### config.mk
export PLATFORM = sky130hd
export DESIGN_NAME = divider_sequencer
export DESIGN_NICKNAME = d
export VERILOG_FILES = /design/src/rtl/divider_sequencer.sv
export SDC_FILE = /design/constraint.sdc
export NUM_CORES = 1
export LEC_CHECK = 0
export ABC_CLOCK_PERIOD_IN_PS = 2310
export CORE_ASPECT_RATIO = 2
export CORE_UTILIZATION = 47
export DETAILED_ROUTE_END_ITERATION = 8
export PLACE_DENSITY_LB_ADDON = 0.2
export SYNTH_ARGS = -nofsm -noshare
export SYNTH_HDL_FRONTEND = slang
export SYNTH_SLANG_ARGS = --single-unit
### constraint.sdc
create_clock -name clk -period 2.31 [get_ports clk]
set_input_delay 0.462 -clock clk [delete_from_list [all_inputs] [get_ports clk]]
set_output_delay 0.462 -clock clk [all_outputs]
set_load 0.02 [all_outputs]
### src/rtl/divider_sequencer.sv
// Sequencer for the part3_2 cascaded 8-bit up/down counter used as a programmable
// frequency divider: load, run, hold and auto-reload on terminal count.
module divider_sequencer #(
    parameter logic [7:0] DEFAULT_LOAD = 8'h8E,
    parameter logic       DEFAULT_DOWN = 1'b0
) (
    input  logic        clk,
    input  logic        rst,
    input  logic        cfg_valid,
    output logic        cfg_ready,
    input  logic [7:0]  cfg_load,
    input  logic        cfg_down,
    input  logic        start,
    input  logic        stop,
    input  logic        hold,
    input  logic        max_min,
    output logic        ld,
    output logic        en,
    output logic        DownUp,
    output logic [3:0]  load_msb,
    output logic [3:0]  load_lsb,
    output logic        div_tick,
    output logic [15:0] period_cnt,
    output logic        busy
);

    typedef enum logic [2:0] {
        S_IDLE,
        S_LOAD,
        S_RUN,
        S_HOLD,
        S_RELOAD
    } state_t;

    state_t      r_state;
    state_t      w_next_state;
    logic [7:0]  r_cfg_load;
    logic        r_cfg_down;
    logic        r_ld;
    logic        r_en;
    logic        r_div_tick;
    logic        r_busy;
    logic        r_cfg_ready;
    logic [15:0] r_period_cnt;
    logic        w_cfg_accept;
    logic        w_period_inc;

    assign w_cfg_accept = cfg_valid & r_cfg_ready;
    assign w_period_inc = (r_state == S_RUN) && (w_next_state == S_RELOAD)
                          && (r_period_cnt != 16'hFFFF);

    // Stop outranks terminal count, which outranks hold.
    always_comb begin
        // NOTE: default assignment first so no path leaves w_next_state unassigned (no latch).
        w_next_state = r_state;
        unique case (r_state)
            S_IDLE: begin
                if (start && !stop) w_next_state = S_LOAD;
            end
            S_LOAD: begin
                w_next_state = stop ? S_IDLE : S_RUN;
            end
            S_RUN: begin
                if (stop)         w_next_state = S_IDLE;
                else if (max_min) w_next_state = S_RELOAD;
                else if (hold)    w_next_state = S_HOLD;
            end
            S_HOLD: begin
                if (stop)       w_next_state = S_IDLE;
                else if (!hold) w_next_state = S_RUN;
            end
            S_RELOAD: begin
                w_next_state = stop ? S_IDLE : S_RUN;
            end
            default: w_next_state = S_IDLE;
        endcase
    end

    // Outputs are decoded from the next state so they are registered and
    // line up with the state they belong to.
    always_ff @(posedge clk or negedge rst) begin
        // NOTE: async reset puts every output at its idle value immediately, independent of clk.
        if (!rst) begin
            r_state      <= S_IDLE;
            r_ld         <= 1'b1;
            r_en         <= 1'b1;
            r_div_tick   <= 1'b0;
            r_busy       <= 1'b0;
            r_cfg_ready  <= 1'b1;
            r_period_cnt <= 16'h0000;
        end else begin
            // NOTE: non-blocking so every register samples the pre-edge values.
            r_state     <= w_next_state;
            r_ld        <= !((w_next_state == S_LOAD) || (w_next_state == S_RELOAD));
            r_en        <= (w_next_state != S_RUN);
            r_div_tick  <= (w_next_state == S_RELOAD);
            r_busy      <= (w_next_state != S_IDLE);
            r_cfg_ready <= (w_next_state == S_IDLE);
            if (w_next_state == S_LOAD) begin
                r_period_cnt <= 16'h0000;
            end else if (w_period_inc) begin
                r_period_cnt <= r_period_cnt + 16'h0001;
            end
        end
    end

    // Config accepted only in IDLE; a start in the same cycle sees the new value in LOAD.
    always_ff @(posedge clk or negedge rst) begin
        if (!rst) begin
            r_cfg_load <= DEFAULT_LOAD;
            r_cfg_down <= DEFAULT_DOWN;
        end else if (w_cfg_accept) begin
            r_cfg_load <= cfg_load;
            r_cfg_down <= cfg_down;
        end
    end

    assign cfg_ready  = r_cfg_ready;
    assign ld         = r_ld;
    assign en         = r_en;
    assign div_tick   = r_div_tick;
    assign busy       = r_busy;
    assign period_cnt = r_period_cnt;
    assign DownUp     = r_cfg_down;
    assign load_msb   = r_cfg_load[7:4];
    assign load_lsb   = r_cfg_load[3:0];

endmodule

==> impl_metrics.toml, run 1 <==
[placed_design]
placement.io_buffers = 45
placement.cell_area_um2 = 2090
placement.setup.worst_slack_ns = -0.00482
globalplace.congestion = 0.839
post-dp-hpwl_mm = 2.75
dpl.cell_count = 220

[clock_tree]
clockRootBuffer = "sky130_fd_sc_hd__clkbuf_8"
cts_tree = "yes"
cts_sinks = 33
cts.hold.buffers_added = 0
post_cts.repair.setup_buffers = 0
h-tree-depth = 2
cts_buffer_depth = 2
cts_resized = 0
numCtsBuffers = 5
insertion_delay_ns = 0.29
clk_pin_slew_worst_paths_ns = 0.06

[yosys]
synthesized_instance_count = 147
syn_avg_cell_area_um2 = 11.0
synth.most_common_cell = "sky130_fd_sc_hd__dfrtp_1"
commonest_register_cell_after_synthesis = "sky130_fd_sc_hd__dfrtp_1"
synth_top_cells_by_area = "sky130_fd_sc_hd__dfrtp_1 (40%), sky130_fd_sc_hd__dfstp_2 (11%), sky130_fd_sc_hd__mux2_2 (6.3%)"
ys_top_cells_by_count = "sky130_fd_sc_hd__dfrtp_1 (26), sky130_fd_sc_hd__nand2_1 (18), sky130_fd_sc_hd__mux2i_1 (10), sky130_fd_sc_hd__mux2_2 (9)"
synth_warnings = 0
yosys.area.top_type_share = 0.403
postSynthRegisterBits = 33
synth-async-reset-ratio = 1.00
netlist.top_cell.by_area = "sky130_fd_sc_hd__dfrtp_1"
synth-seq-area-share = 0.517
syn-cell-area_um2 = 1610
ys_types = 40
post_synth_edffs = 0
synth_fp_nets = 164

[finish]
drive_above_1_share = 0.147
finish.utilization = 0.672
instances_no_fill = 228
antenna-diode-count = 0
syn2layout_area_growth_pct = 34.6
postLayoutCellArea_um2 = 2170
final_nets = 213

[global_route]
grt.overflow.total = 0
first_pass_grt_wire_length_mm = 6.23
grt_max_degree = 34
first_global_vias = 1306
initial_antenna_violation_count = 0
global_route.usage.total = 0.228

[min_path]
hold_path_class = "register to register"
whs_path_depth = 1

[die]
chip_height_um = 84.8
placeableCoreArea_um2 = 3230
num_rows = 29
floorplan.initialDensity = 0.499
design.portCount = 46
fp.dieArea_um2 = 3680
die_width_um = 43.4

[critical_path]
endpoint_kind = "register"
critical-path-top-delay-family = "simple AND/OR/NAND/NOR gates"
critPathMaxFanout = 12
worst_ep_required_time_ns = 2.47
setup.worst_path.class = "primary input to register"
critical_path_arrival_ns = 2.19
cp_cell_sequence = "clkdlybuf4s50_1 -> nor4b_4 -> and2_1 -> o21ai_0 -> mux2i_1"
crit_path_start_kind = "primary input"
crit_buf_inv = 1
critical_path_depth = 5
timing.reg2reg.worst_path_depth = 5
crit_slowest_cell = "sky130_fd_sc_hd__clkdlybuf4s50_1"
critPathMaxStageDelay_ns = 0.52

[detailed_routing]
detail_route.drc_violations = 12
vias = 1333
routed_via_density = 5.85
postRouteWirelength_mm = 3.71
first_pass_iters = 6
detail_route.wl_per_cell_um = 16.3
initialDrtViolationCount = 60
antenna_violating_nets_post_route = 0

[timing]
clock.fmax_mhz = 493
max-slew-margin-rel = 0.656
maxSlewViolCount = 0
grt_setup_unrepaired = "no"
smallest_setup_slack_after_layout_ns = 0.280
worst_slew_pin_tran_ns = 0.515
tcrit_tclk_final = 0.879
final_period_minus_worst_setup_slack_ns = 2.03
finalClockSkew_ns = 0.00443
setup_viol = 0
final_hold_viol_count = 0

[power]
power.ir.vdd_worst_uv = 457
leakagePower_nw = 0.931
power.density_nw_per_um2 = 626
p_total_mw = 1.36

[status]
failed_checks = "design-rule violations"
outcome = "finished with violations"

[job]
maxCapViolations = 0
## registers in the layout (all words and copies together), names as in the netlist
signal	count
div_tick	1
period_cnt	16
en	1
cfg_ready	1
r_cfg_load	8
r_state	3
DownUp	1
busy	1
ld	1
## worst register-to-register path: stages, from the launching register on
cell and delay, ns:
sky130_fd_sc_hd__dfrtp_1 0.46, sky130_fd_sc_hd__ha_1 0.21, sky130_fd_sc_hd__and3_1 0.21, sky130_fd_sc_hd__or3b_1 0.55, sky130_fd_sc_hd__o21ai_0 0.30, sky130_fd_sc_hd__mux2i_1 0.22
## power by group
| part | internal (mW) | switching, mW | total [mW] |
|---|---|---|---|
| Clock | 0.208 | 0.202 | 0.411 |
| Combinational | 0.146 | 0.130 | 0.276 |
| Sequential | 0.640 | 0.0324 | 0.672 |
| Total | 0.994 | 0.365 | 1.36 |
## layout by cell type, fill, tap and decap left out, drive strengths merged
cell type	n
dfrtp	26
or3b	1
nor3b	2
inv	1
nor4b	1
a31oi	4
clkbuf	6
nor2b	2
mux2	10
nand4bb	1
o2111a	1
nor2	5
clkdlybuf4s50	45
nand4	2
clkinv	2
or3	2
ha	1
a41oi	1
nand3	7
and3	6
dfstp	7
o211ai	3
nand2b	6
o31ai	1
a21boi	1
and2	3
nor4	1
nand2	18
buf	2
and4	1
a21oi	4
o2111ai	1
mux2i	10
nand4b	1
o21ai	4
nor3	7
a211oi	1
## final timing paths
path,slack [ns],start,endpoint
worst max-delay path,0.28,stop,period_cnt[0]
worst min-delay path,0.50,DownUp,DownUp
worst max register to register,0.29,period_cnt[1],period_cnt[0]
worst min register to register,0.50,DownUp,DownUp
max in group asynchronous,1.40,rst,r_cfg_load[3]
min in group asynchronous,0.58,rst,r_state[0]
## per-stage QoR
step	hold slack, ns	TNS (ns)
6_report	0.502	0
3_3_place_gp	0.486	0
2_1_floorplan	0.166	0
3_5_place_dp	0.491	-0.00482
4_1_cts	0.506	0
5_1_grt	0.521	0
## per-layer routing
metal / GRT usage / wire length [µm]
met4: 0.114 / 78
met3: 0.0447 / 172
met1: 0.249 / 1350
met2: 0.402 / 2110
met5: 0 / 0
## final cells by class
cell class	count	area [µm²]
clock buffers	6	72.6
flip-flops and latches	33	835
inverters	1	3.75
multi-input cells	108	746
clock inverters	2	10.0
repair buffers	47	465
fillers	250	1060
well taps	31	38.8
## kinds of logic after synthesis
logic type,after synthesis,synth area share
AO/OA/AOI/OAI,21,0.0861
adder cells (fa/ha/maj),1,0.00776
AND/OR/NAND/NOR,66,0.234
flip-flops,33,0.517
multiplexers,20,0.134
buffers and inverters,6,0.0202
Note: power is estimated with default switching activity, not from simulation.
==> inputs of run 2 (changes only) <==
--- a/config.mk
+++ b/config.mk
@@ -6,6 +6,7 @@
 export NUM_CORES = 1
 export LEC_CHECK = 0
 export ABC_CLOCK_PERIOD_IN_PS = 2310
+export CAP_MARGIN = 20
 export CORE_ASPECT_RATIO = 2
 export CORE_UTILIZATION = 47
 export DETAILED_ROUTE_END_ITERATION = 8
==> results of run 2 <==
Same layout as run 1: the final DEF is identical, and so are final timing and power.
==> inputs of run 3 (changes only) <==
--- a/config.mk
+++ b/config.mk
@@ -8,7 +8,8 @@
 export ABC_CLOCK_PERIOD_IN_PS = 2310
 export CAP_MARGIN = 20
 export CORE_ASPECT_RATIO = 2
-export CORE_UTILIZATION = 47
+export CORE_UTILIZATION = 49
+export CTS_BUF_LIST = sky130_fd_sc_hd__clkbuf_8
 export DETAILED_ROUTE_END_ITERATION = 8
 export PLACE_DENSITY_LB_ADDON = 0.2
 export SYNTH_ARGS = -nofsm -noshare
==> impl_metrics.toml, run 3 (synthesized netlist as in run 1, its figures left out) <==
[status]
outcome = "completed"

[power]
net-switching-power_uw = 378
power.ir.vdd_worst_uv = 533
clock_power_share = 0.338
p_seq_frac = 0.469
leakagePower_nw = 0.940
power_report.internal_total_mw = 1.05
share_comb_of_total_power = 0.193
netSwitchingFraction = 0.264
power.density_nw_per_um2 = 654
p_total_mw = 1.43

[global_route]
initial_antenna_violation_count = 0
grt_max_degree = 34
global_route.usage.total = 0.234
first_pass_grt_wire_length_mm = 6.34
first_global_vias = 1415
grt.overflow.total = 0

[timing]
final_period_minus_worst_setup_slack_ns = 2.01
max-slew-margin-rel = 0.664
tcrit_tclk_final = 0.871
maxSlewViolCount = 0
totalNegativeSetupSlack_ns = 0
final_hold_viol_count = 0
finalClockSkew_ns = 0.00520
worst_slew_pin_tran_ns = 0.503
setup_viol = 0
clock.fmax_mhz = 497
grt_setup_unrepaired = "no"

[die]
floorplan.initialDensity = 0.511
num_rows = 29
chip_height_um = 83.1
die_width_um = 42.6
placeableCoreArea_um2 = 3160
design.portCount = 46
fp.dieArea_um2 = 3540

[finish]
final_nets = 213
layout_common_cells = "sky130_fd_sc_hd__clkdlybuf4s50_1 (45), sky130_fd_sc_hd__dfrtp_1 (26), sky130_fd_sc_hd__nand2_1 (18)"
syn2layout_area_growth_pct = 35.8
instances_no_fill = 228
largest_reg_flops = 16
layout_commonest_cell = "sky130_fd_sc_hd__clkdlybuf4s50_1"
antenna-diode-count = 0
drive_above_1_share = 0.152

[clock_tree]
cts_resized = 0
insertion_delay_ns = 0.29
post_cts.repair.setup_buffers = 0
clk_pin_slew_worst_paths_ns = 0.07
clockRootBuffer = "sky130_fd_sc_hd__clkbuf_8"
h-tree-depth = 2
cts_sinks = 33
cts_buffer_depth = 2
numCtsBuffers = 5
cts.hold.buffers_added = 0
cts_tree = "yes"

[critical_path]
crit_buf_inv = 1
critical_path_arrival_ns = 2.22
endpoint_kind = "register"
critical-path-top-delay-family = "simple AND/OR/NAND/NOR gates"
crit_path_start_kind = "primary input"
critPathMaxStageDelay_ns = 0.54
worst_ep_required_time_ns = 2.52
setup.worst_path.class = "primary input to register"
crit_slowest_cell = "sky130_fd_sc_hd__clkdlybuf4s50_1"
cp_cell_sequence = "clkdlybuf4s50_1 -> nor4b_4 -> nand3_1 -> or3_1 -> a21oi_1"
critPathMaxFanout = 6

[placed_design]
placement.io_buffers = 45
post-dp-hpwl_mm = 2.70
dpl.cell_count = 220
globalplace.congestion = 0.875

[detailed_routing]
postRouteWirelength_mm = 3.72
detail_route.drc_violations = 0
antenna_violating_nets_post_route = 0
routed_via_density = 5.94
detail_route.wl_per_cell_um = 16.3
first_pass_iters = 4
vias = 1355
initialDrtViolationCount = 32

[job]
maxCapViolations = 0

[min_path]
hold_path_class = "register to register"
-- run 3: area by class of cell --
class | count | area, µm²
clock buffer | 7 | 96.3
clock inverter | 1 | 5.00
fill | 245 | 967
inverter | 1 | 3.75
multi-input combinational | 108 | 746
sequential | 33 | 835
tap | 31 | 38.8
timing repair buffer | 47 | 465
-- run 3: power groups by stage --
stage	clock network, mW	registers (mW)	logic [mW]
3_3_place_gp	0	0.678	0.274
4_1_cts	0.488	0.672	0.279
2_1_floorplan	0	0.735	0.0798
3_5_place_dp	0	0.683	0.278
5_1_grt	0.517	0.677	0.295
6_report	0.484	0.672	0.276
-- run 3: worst paths after layout --
path                       slack, ns     startpoint        endpoint  cells past startpoint
min                             0.51         DownUp          DownUp                      1
max in group asynchronous       1.40            rst   r_cfg_load[3]                      2
min in group asynchronous       0.58            rst        div_tick                      2
min reg2reg                     0.51         DownUp          DownUp                      1
max                             0.30        max_min  period_cnt[10]                      5
max reg2reg                     0.32  period_cnt[1]   period_cnt[2]                      5
-- run 3: routing by layer --
| metal | vias up | wire (µm) | track usage |
|---|---|---|---|
| met4 | 0 | 82 | 0.114 |
| met1 | 676 | 1350 | 0.237 |
| met3 | 8 | 140 | 0.0457 |
| met2 | 35 | 2140 | 0.432 |
| li1 | 636 | - | - |
| met5 | - | 0 | 0 |
-- run 3: metrics by stage --
stage | area, µm² | utilization | setup slack (ns) | hold slack (ns)
after floorplan | 1610 | - | 0.474 | 0.166
after global placement | 2090 | 0.662 | 0.144 | 0.486
after detailed placement | 2090 | 0.662 | 0.0544 | 0.493
after CTS | 2190 | 0.694 | 0.321 | 0.508
after global routing | 2190 | 0.694 | 0.204 | 0.518
final | 2190 | 0.694 | 0.299 | 0.508
